File: src/rtl/neumaier_pair_sched.sv
// neumaier_pair_sched: pairs (sum, comp) partials for the Neumaier merge and tracks their framing tags
module neumaier_pair_sched #(
  parameter int EXP_WIDTH_I = 5,
  parameter int MANT_WIDTH_I = 2,
  parameter int MERGE_LATENCY = 5,
  parameter int GRP_CNT_W = 8,
  localparam int BIT_WIDTH_I = 1 + EXP_WIDTH_I + MANT_WIDTH_I
) (
  input  logic                   clk_i,
  input  logic                   rst_ni,
  input  logic                   valid_i,
  output logic                   ready_o,
  input  logic [BIT_WIDTH_I-1:0] sum_i,
  input  logic [BIT_WIDTH_I-1:0] comp_i,
  input  logic                   last_i,
  input  logic                   flush_i,
  output logic [BIT_WIDTH_I-1:0] sum_a_o,
  output logic [BIT_WIDTH_I-1:0] comp_a_o,
  output logic [BIT_WIDTH_I-1:0] sum_b_o,
  output logic [BIT_WIDTH_I-1:0] comp_b_o,
  output logic                   pair_valid_o,
  output logic                   pair_last_o,
  output logic                   merged_valid_o,
  output logic                   merged_last_o,
  output logic [GRP_CNT_W-1:0]   grp_cnt_o
);
  typedef enum logic {EMPTY, HOLD} state_e;
  state_e state_q, state_d;
  logic accept;
  logic ready_q;
  logic pair_valid_q, pair_valid_d;
  logic pair_last_q, pair_last_d;
  logic [BIT_WIDTH_I-1:0] hold_sum_q, hold_sum_d, hold_comp_q, hold_comp_d;
  logic [BIT_WIDTH_I-1:0] sum_a_q, sum_a_d, comp_a_q, comp_a_d;
  logic [BIT_WIDTH_I-1:0] sum_b_q, sum_b_d, comp_b_q, comp_b_d;
  logic [1:0] tag_q [MERGE_LATENCY];
  logic [GRP_CNT_W-1:0] grp_cnt_q;

  assign accept = valid_i && ready_q;

  // Pairing FSM: hold an odd element, close pairs on accept, flush or single-element last
  always_comb begin
    state_d = state_q;
    hold_sum_d = hold_sum_q;
    hold_comp_d = hold_comp_q;
    sum_a_d = sum_a_q;
    comp_a_d = comp_a_q;
    sum_b_d = sum_b_q;
    comp_b_d = comp_b_q;
    pair_valid_d = 1'b0;
    pair_last_d = 1'b0;
    if (state_q == EMPTY) begin
      if (accept && last_i) begin
        pair_valid_d = 1'b1;
        pair_last_d = 1'b1;
        sum_a_d = sum_i;
        comp_a_d = comp_i;
        sum_b_d = '0;
        comp_b_d = '0;
      end else if (accept) begin
        hold_sum_d = sum_i;
        hold_comp_d = comp_i;
        state_d = HOLD;
      end
    end else if (accept || flush_i) begin
      pair_valid_d = 1'b1;
      pair_last_d = accept ? last_i : 1'b1;
      sum_a_d = hold_sum_q;
      comp_a_d = hold_comp_q;
      sum_b_d = accept ? sum_i : '0;
      comp_b_d = accept ? comp_i : '0;
      state_d = EMPTY;
    end
  end

  // State, hold and registered pair outputs; ready rises on the first edge after reset
  always_ff @(posedge clk_i or negedge rst_ni) begin
    if (!rst_ni) begin
      state_q <= EMPTY;
      ready_q <= 1'b0;
      hold_sum_q <= '0;
      hold_comp_q <= '0;
      sum_a_q <= '0;
      comp_a_q <= '0;
      sum_b_q <= '0;
      comp_b_q <= '0;
      pair_valid_q <= 1'b0;
      pair_last_q <= 1'b0;
    end else begin
      state_q <= state_d;
      ready_q <= 1'b1;
      hold_sum_q <= hold_sum_d;
      hold_comp_q <= hold_comp_d;
      sum_a_q <= sum_a_d;
      comp_a_q <= comp_a_d;
      sum_b_q <= sum_b_d;
      comp_b_q <= comp_b_d;
      pair_valid_q <= pair_valid_d;
      pair_last_q <= pair_last_d;
    end
  end

  // Tag pipeline shadowing the merge latency: {valid, last} per pair
  always_ff @(posedge clk_i or negedge rst_ni) begin
    if (!rst_ni) begin
      for (int i = 0; i < MERGE_LATENCY; i++) tag_q[i] <= 2'b00;
    end else begin
      tag_q[0] <= {pair_valid_q, pair_last_q};
      for (int i = 1; i < MERGE_LATENCY; i++) tag_q[i] <= tag_q[i-1];
    end
  end

  // Completed-group counter, wraps naturally
  always_ff @(posedge clk_i or negedge rst_ni) begin
    if (!rst_ni) grp_cnt_q <= '0;
    else if (merged_valid_o && merged_last_o) grp_cnt_q <= grp_cnt_q + 1'b1;
  end

  assign ready_o = ready_q;
  assign sum_a_o = sum_a_q;
  assign comp_a_o = comp_a_q;
  assign sum_b_o = sum_b_q;
  assign comp_b_o = comp_b_q;
  assign pair_valid_o = pair_valid_q;
  assign pair_last_o = pair_last_q;
  assign merged_valid_o = tag_q[MERGE_LATENCY-1][1];
  assign merged_last_o = tag_q[MERGE_LATENCY-1][1] & tag_q[MERGE_LATENCY-1][0];
  assign grp_cnt_o = grp_cnt_q;
endmodule

File: config.mk
export PLATFORM = sky130hd
export DESIGN_NAME = neumaier_pair_sched
export DESIGN_NICKNAME = d
export VERILOG_FILES = /design/src/rtl/neumaier_pair_sched.sv
export SDC_FILE = /design/constraint.sdc
export NUM_CORES = 1
export LEC_CHECK = 0
export CORE_MARGIN = 2
export CORE_UTILIZATION = 51
export CTS_BUF_LIST = sky130_fd_sc_hd__clkbuf_4
export DETAILED_ROUTE_END_ITERATION = 8
export PLACE_DENSITY = 0.82
export SYNTH_ARGS = -nofsm -noshare
export SYNTH_HDL_FRONTEND = slang
export SYNTH_SLANG_ARGS = --single-unit
File: constraint.sdc
create_clock -name clk_i -period 1.9 [get_ports clk_i]
set_clock_uncertainty 0.2 [all_clocks]
set_input_delay 0.19 -clock clk_i [delete_from_list [all_inputs] [get_ports clk_i]]
set_output_delay 0.19 -clock clk_i [all_outputs]
set_load 0.1 [all_outputs]
# Word-level counts from Yosys, hierarchy flattened
# Cells that the tools add are included.
# totals
reg_bits,70
in_bits,21
out_inout_bits,45
wordCells,51
# classes
add_sub_neg,1
eq_ne,1
n_mux,23
n_bitwise,3
reduce_logical,7
# ops
operator,count
8-bit two-way mux,13
1-bit two-way mux,10
8-bit by 1-bit adder with 8-bit output (second input constant),1
1-bit logical AND,3
3-bit AND reduction,1
2-bit by 1-bit inequality test with 1-bit output (second input constant),1
1-bit inverter,2
2-bit AND reduction,1
2-bit nonzero test,1
1-bit AND,1
1-bit logical OR,1

# Depth between registers and ports, before layout
# Gate-level depths: netlist of run 1.
# depth
depth_word,4
mapped_depth,5
mapped_depth_nobuf,4

# Worst setup path after synthesis of run 1
# No wires, ideal clock.
# synth_timing
path_type,register to register
from,register ready_q (netlist: ready_o)
to,register hold_comp_q[6]
setup_ps,125
t_arrival_ps,2053
t_required_ps,1575
path_slack_ps,-478
stages_incl_launch_ff,5
n_path_buf,1
period_less_slack_ps,2378
path_cell_list,dfrtp_1 -> nand2_1 -> nor3_4 -> buf_6 -> mux2_2
# synth_via
elab_chain_len,4
# synth_lines
item,line_no,text
"start, declared",30,logic ready_q;
"start signal, assigned",80,ready_q <= 1'b0;
"start signal, assigned",91,ready_q <= 1'b1;
1-bit logical AND *,39,assign accept = valid_i && ready_q;
1-bit logical AND,53,if (accept && last_i) begin
1-bit inverter (no source line),n/a,
3-bit AND reduction (no source line) *,n/a,
"end signal, assigned",93,hold_comp_q <= hold_comp_d;
"end, declared",33,"logic [BIT_WIDTH_I-1:0] hold_sum_q, hold_sum_d, hold_comp_q, hold_comp_d;"
# Mark *: on every way between the ends. The rest lies on a longest branch, timed or not.
# A chain may end at the register's enable or synchronous reset.

# Worst setup path in the final report of run 1
# layout_timing
from,register tag_q (netlist bit merged_valid_o)
to,output port merged_last_o
# layout_via
elab_chain_len,1
# layout_lines
item,line_no,text
"start, declared",36,logic [1:0] tag_q [MERGE_LATENCY];
1-bit AND,127,assign merged_last_o = tag_q[MERGE_LATENCY-1][1] & tag_q[MERGE_LATENCY-1][0];
"end, declared",24,"output logic merged_last_o,"
# No other way between the ends.

==> out/results.txt, run 1 <==
Peak supply drop -> 0.000839 V
Num rows -> 26
Fin. Hold Viols -> 0
Die Span X -> 76.8 um
RSZ-0062 raised after global routing -> false
PwrDens -> 1270 nW/um^2
CP max stage delay -> 0.45 ns
Critical path required time -> 1.51 ns
CTS Buffer Depth -> 2
CTS resizes -> 0
Final ANT Viol Nets -> 0
Power Total -> 4.78 mW
Combinational share of power -> 0.436
Tmin final -> 1.63 ns
CTS tree -> done
Share of total power in the clock network -> 0.157
Root Buffer -> clkbuf_4
Count of pins over their slew limit -> 0
Synth Net Count -> 216
Fmax -> 613 MHz
Critical-path top delay cell -> dfrtp_2
Final hold slack -> 0.137 ns
Crit path capture type -> output port
Post-synth top cells -> dfrtp_1 (70), o21ai_0 (29), mux2_2 (17)
DR iter-0 viols -> 113
Area delta synth->final -> 38.7%
Yosys top cell area share -> 0.647
Seq/Total Area, Yosys -> 0.647
H-Tree Level Count -> 3
CP top delay family -> flip-flops
Placed inst area -> 3640 sq um
FF+latch count, synth -> 70
CTS buffer count -> 9
Post-layout nets -> 289
Fin area -> 3750 sq um
Antenna violations before repair -> 0
Core box area -> 5110 sq um
Crit path DAT -> 1.24 ns
Detail Placement HPWL -> 3.89 mm
Net Sw Frac -> 0.446
N_diodes -> 0
Final setup violation count -> 0
Fraction of layout cells with a size suffix above 1 -> 0.354
First-pass GRT wire length -> 9.80 mm
Outcome -> finished, final reports clean
Post-synth EDFFs -> 0
Placed cells -> 325
Worst-Margin Slew -> 0.699 ns
Cells after synthesis -> 194
Yosys warning count -> 0
Drt first pass iters -> 4
Worst-Skew Late Latency -> 0.40 ns
Total track usage -> 0.215
Wire per inst -> 16.7 um
Rel. slew slack -> 0.534
Cell Area, Synth -> 2710 sq um
IO buf count -> 65
Routed vias/inst -> 5.36
Final wirelength -> 5.71 mm
Critical path class -> reg -> out
Clock Sinks -> 70
CP Buf/Inv Count -> 2
Initial Util -> 0.530
Vias -> 1828
Largest net degree at the start of global routing -> 71
Routability Congestion -> 0.765
Startpoint Class -> flop
Cell with the most instances after synthesis -> dfrtp_1
GR Overflow Total -> 0
Synth top area cells -> dfrtp_1 (65%), mux2_2 (7.1%), mux2i_1 (5.9%), o21ai_0 (5.4%), a22o_1 (5.2%)
Sequential Power Share -> 0.407
Syn Area/Cell -> 14.0 sq um
Full die area -> 5910 sq um
Crit share post-route -> 0.858
Die Height -> 76.8 um
Maxcap violations -> 0
Leakage -> 1.69 nW
P_sw -> 2.13 mW
Post-synth ARST share -> 1.00
Crit-path cells -> nand2_1 > inv_1 > buf_12
Synth area leader -> dfrtp_1
Post-route insts no fill -> 341
Residual DRC -> 0
Vias in the first global route -> 1948
Hold WC Path Type -> in -> async
Cell variety after synth -> 27
Crit path max fanout -> 4
CTS clk-pin slew, worst paths -> 0.11 ns
Post-synth top flop -> dfrtp_1
P_int -> 2.65 mW
Num ports -> 66
==> logic make-up (layout without fill, tap and decap cells) <==
logic type,after synthesis,in the layout,share of synthesized area
AO/OA/AOI/OAI,51,51,0.122
XOR/XNOR,7,7,0.0227
buffers and inverters,14,91,0.0356
flip-flops,70,70,0.647
other,1,1,0.00139
AND/OR/NAND/NOR,17,17,0.0370
adder cells (fa/ha/maj),1,1,0.00462
multiplexers,33,33,0.130
==> sequential cells by signal (all words and copies together) (netlist names) <==
signal and cells:
hold_comp_q 8, hold_sum_q 8, comp_a_o 8, sum_a_o 8
pair_valid_o 1, state_q 1, sum_b_o 8, comp_b_o 8
tag_q 9, pair_last_o 1, grp_cnt_o 8, merged_valid_o 1
ready_o 1
==> placed cells by master, fill, tap and decap left out, drive strengths merged, types with 2 or more instances in the layout <==
cell type      count
clkinv             4
buf               53
xnor2              6
nand2              5
a22o              16
clkdlybuf4s50     19
nor2               2
dfrtp             70
clkbuf            11
inv                3
mux2              17
o21ai             32
mux2i             16
nand3              3
nand4              2
==> worst reg2reg max path: cells and delay by family (launching register included) <==
kind            cells  cell delay (ns)
compound gates      1             0.24
simple gates        1             0.65
flops               1             0.48
==> power by group through the flow <==
| stage | combinational, mW | clock, mW | sequential (mW) |
|---|---|---|---|
| finish | 2.08 | 0.750 | 1.95 |
| global route | 2.16 | 0.842 | 1.98 |
| CTS | 2.10 | 0.773 | 1.95 |
| detailed placement | 2.10 | 0 | 1.98 |
| global placement | 2.06 | 0 | 1.97 |
| floorplan | 0.296 | 0 | 3.07 |
==> area by class of cell <==
class,instances,area [sq um]
clock buffers,11,82.6
fillers,373,1360
clock inverters,4,16.3
flip-flops and latches,70,1770
inverters,3,11.3
repair buffers,73,921
well taps,70,87.6
multi-input cells,110,866
==> metal layers <==
layer,track usage,part of all wire
met5,0,0
met4,0.0964,0.026
met3,0.0541,0.052
met2,0.323,0.48
met1,0.298,0.44
==> final timing paths <==
kind | start | endpoint | slack (ns) | cells after the start
hold / removal | rst_ni | ready_o | 0.14 | 3
max in group asynchronous | rst_ni | grp_cnt_o[0] | 1.03 | 3
setup reg to reg | state_q | sum_b_o[3] | 0.27 | 2
min in group clk_i | tag_q[2] | tag_q[0] | 0.15 | 0
hold reg to reg | tag_q[2] | tag_q[0] | 0.15 | 0
setup / recovery | merged_valid_o | merged_last_o | 0.27 | 3
==> repair_timing <==
action | 4_1_cts | 5_1_grt
buffers inserted | 0 | 0
hold endpoints to repair | 70 | 0
hold buffers | 1 | 0
setup endpoints to repair | 0 | 0
==> metrics by stage <==
stage                     setup WS (ns)  setup TNS, ns   util
after floorplan                 0.00108              0      -
after global placement          -0.0453          -1.14  0.713
after detailed placement         -0.111          -2.67  0.713
after CTS                         0.239              0  0.735
after global routing              0.184              0  0.735
final                             0.270              0  0.735
Power figures use the tool's default switching activity.
==> run 2: changes to the inputs <==
--- a/config.mk
+++ b/config.mk
@@ -9,6 +9,7 @@
 export CORE_UTILIZATION = 51
 export CTS_BUF_LIST = sky130_fd_sc_hd__clkbuf_4
 export DETAILED_ROUTE_END_ITERATION = 8
+export GPL_TIMING_DRIVEN = 0
 export PLACE_DENSITY = 0.82
 export SYNTH_ARGS = -nofsm -noshare
 export SYNTH_HDL_FRONTEND = slang
==> run 2 against run 1 <==
Cell area shrank 1.4%; count of clock-buffer cells in the layout shrank 1; via count grew 1.8%; wire length grew 2.7%; largest cell class unchanged; critical path type unchanged; sequential share of layout area grew 0.69 points.
==> out/results.txt, run 2 (synthesized netlist as in run 1, its figures left out) <==
Max FFs per register -> 9 (unchanged)
Hold WC Path Type -> reg -> reg
Fin area -> 3700 sq um (-1.4%)
CP top delay family -> buffers and inverters
First-pass GRT wire length -> 9.87 mm (+0.64%)
CTS tree -> done
Most frequent cells in the layout -> dfrtp_1 (61), clkdlybuf4s15_2 (44), o21ai_0 (29), clkdlybuf4s50_1 (19), mux2_2 (17)
Placed cells -> 329 (+1.2%)
Die Span X -> 76.8 um (unchanged)
Tmin final -> 1.87 ns (+0.237 ns)
Fin. Hold Viols -> 0 (unchanged)
Fmax -> 536 MHz (-13%)
CTS buffer count -> 9 (unchanged)
Fill count -> 374 (+0.27%)
Final hold slack -> 0.159 ns (+0.0219 ns)
R2R setup slack -> 0.08 ns (-0.19 ns)
Crit path max fanout -> 6 (+2)
Routability Congestion -> 0.734 (-4.1%)
Post-layout nets -> 296 (+2.4%)
Util after Layout -> 0.724 (-0.0105)
Worst-Skew Late Latency -> 0.41 ns (about the same)
Full die area -> 5910 sq um (unchanged)
Met1 GRT Util -> 0.279 (-0.0196)
Crit path DAT -> 1.48 ns (+0.24 ns)
Num ports -> 66 (unchanged)
Power Total -> 4.74 mW (-0.91%)
Crit-path cells -> clkdlybuf4s15_2
Reg2reg end -> hold_sum_q[6]
Met3 usage -> 0.0694 (+0.0153)
Antenna violations before repair -> 0 (unchanged)
Count of pins over their slew limit -> 0 (unchanged)
CP endpoint -> ready_o
GR Overflow Total -> 0 (unchanged)
Drt first pass iters -> 4 (unchanged)
Critical-path top delay cell -> clkdlybuf4s15_2
Root Buffer -> clkbuf_4
PwrDens -> 1280 nW/um^2 (+0.53%)
CP max stage delay -> 0.57 ns (+0.12 ns)
Num rows -> 26 (unchanged)
Rel. slew slack -> 0.438 (-0.0956)
Crit path capture type -> output port
Worst-Margin Slew -> 0.842 ns (+0.143 ns)
Fraction of layout cells with a size suffix above 1 -> 0.373 (+0.0185)
Critical path required time -> 1.51 ns (about the same)
CP Buf/Inv Count -> 1 (-1)
Outcome -> finished, final reports clean
Maxcap violations -> 0 (unchanged)
Sequential Power Share -> 0.402 (-0.005)
CTS Buffer Depth -> 2 (unchanged)
H-Tree Level Count -> 3 (unchanged)
Share of total power in the clock network -> 0.196 (+0.039)
Setup Slack @ Placement -> -0.334 ns (-0.223 ns)
Critical Path Start -> ready_o
Vias in the first global route -> 1996 (+2.5%)
Post-route insts no fill -> 349 (+2.3%)
Final setup margin -> 0.0330 ns (-0.237 ns)
Clock Sinks -> 70 (unchanged)
GRT busiest layer -> met2
IO buf count -> 65 (unchanged)
Die Height -> 76.8 um (unchanged)
Net Sw Frac -> 0.450 (+0.00426)
Critical path class -> reg -> out
Combinational share of power -> 0.403 (-0.033)
P_int -> 2.61 mW (-1.7%)
Final setup violation count -> 0 (unchanged)
Peak supply drop -> 0.000874 V (+4.2%)
CTS clk-pin slew, worst paths -> 0.11 ns (about the same)
Commonest non-fill, non-tap cell in the layout -> dfrtp_1
Total track usage -> 0.220 (+0.00508)
GRT met2 Usage -> 0.357 (+0.0342)
Area delta synth->final -> 36.7%
Residual DRC -> 0 (unchanged)
P_sw -> 2.13 mW (about the same)
Initial Util -> 0.530 (unchanged)
N_diodes -> 0 (unchanged)
CP Depth -> 1 (-2)
Detail Placement HPWL -> 3.86 mm (-0.77%)
Wire per inst -> 16.8 um (+0.31%)
Final wirelength -> 5.86 mm (+2.7%)
FF-to-FF Start -> state_q
Largest net degree at the start of global routing -> 71 (unchanged)
Core box area -> 5110 sq um (unchanged)
Placed inst area -> 3470 sq um (-4.9%)
Setup total negative slack -> 0 ns (unchanged)
Vias -> 1861 (+1.8%)
RSZ-0062 raised after global routing -> false
Largest Register -> tag_q
DR iter-0 viols -> 108 (-4.4%)
FF-to-FF path depth -> 4 (+2)
Final ANT Viol Nets -> 0 (unchanged)
Crit share post-route -> 0.983 (+0.125)
Leakage -> 1.60 nW (-5.1%)
Startpoint Class -> flop
Routed vias/inst -> 5.33 (-0.53%)
==> run 2: cell type report <==
class | instances | area (sq um) | share of cell area
flip-flops and latches | 70 | 1770 | 0.478
multi-input cells | 110 | 873 | 0.236
repair buffers | 69 | 733 | 0.198
plain buffers | 11 | 87.6 | 0.0237
well taps | 70 | 87.6 | 0.0237
clock buffers | 10 | 75.1 | 0.0203
clock inverters | 6 | 62.6 | 0.0169
inverters | 3 | 11.3 | 0.00304
==> run 2: worst min-delay path by stage <==
| stage | startpoint | to | slack, ns | cells past startpoint |
|---|---|---|---|---|
| 6_report | tag_q[5] | tag_q[3] | 0.16 | 0 |
| 5_1_grt | tag_q[7] | tag_q[5] | 0.18 | 0 |
| 4_1_cts | tag_q[5] | tag_q[3] | 0.16 | 0 |
| 3_5_place_dp | tag_q[7] | tag_q[5] | 0.13 | 0 |
| 3_3_place_gp | tag_q[3] | merged_valid_o | 0.13 | 0 |
| 2_1_floorplan | rst_ni | comp_a_o[0] | -0.31 | 0 |
==> run 2: routing by layer <==
layer	up-vias	wire (um)
met5	-	0
met1	942	2560
met2	55	2840
met4	0	89
met3	8	371
li1	856	-
==> run 2: power by group through the flow <==
stage          sequential, mW  clock, mW  combinational [mW]
4_1_cts                  1.90      0.941                1.92
6_report                 1.90      0.927                1.91
3_5_place_dp             1.93          0                1.96
5_1_grt                  1.94      0.991                1.99
3_3_place_gp             1.92          0                1.93
2_1_floorplan            3.07          0               0.296
==> run 2: what timing repair did <==
item	CTS	global route
buffers inserted	3	0
endpoints found under the hold margin	70	0
gates resized for setup	137	6
endpoints found under the setup margin	54	13
pin swaps	1	0
hold buffers	1	0
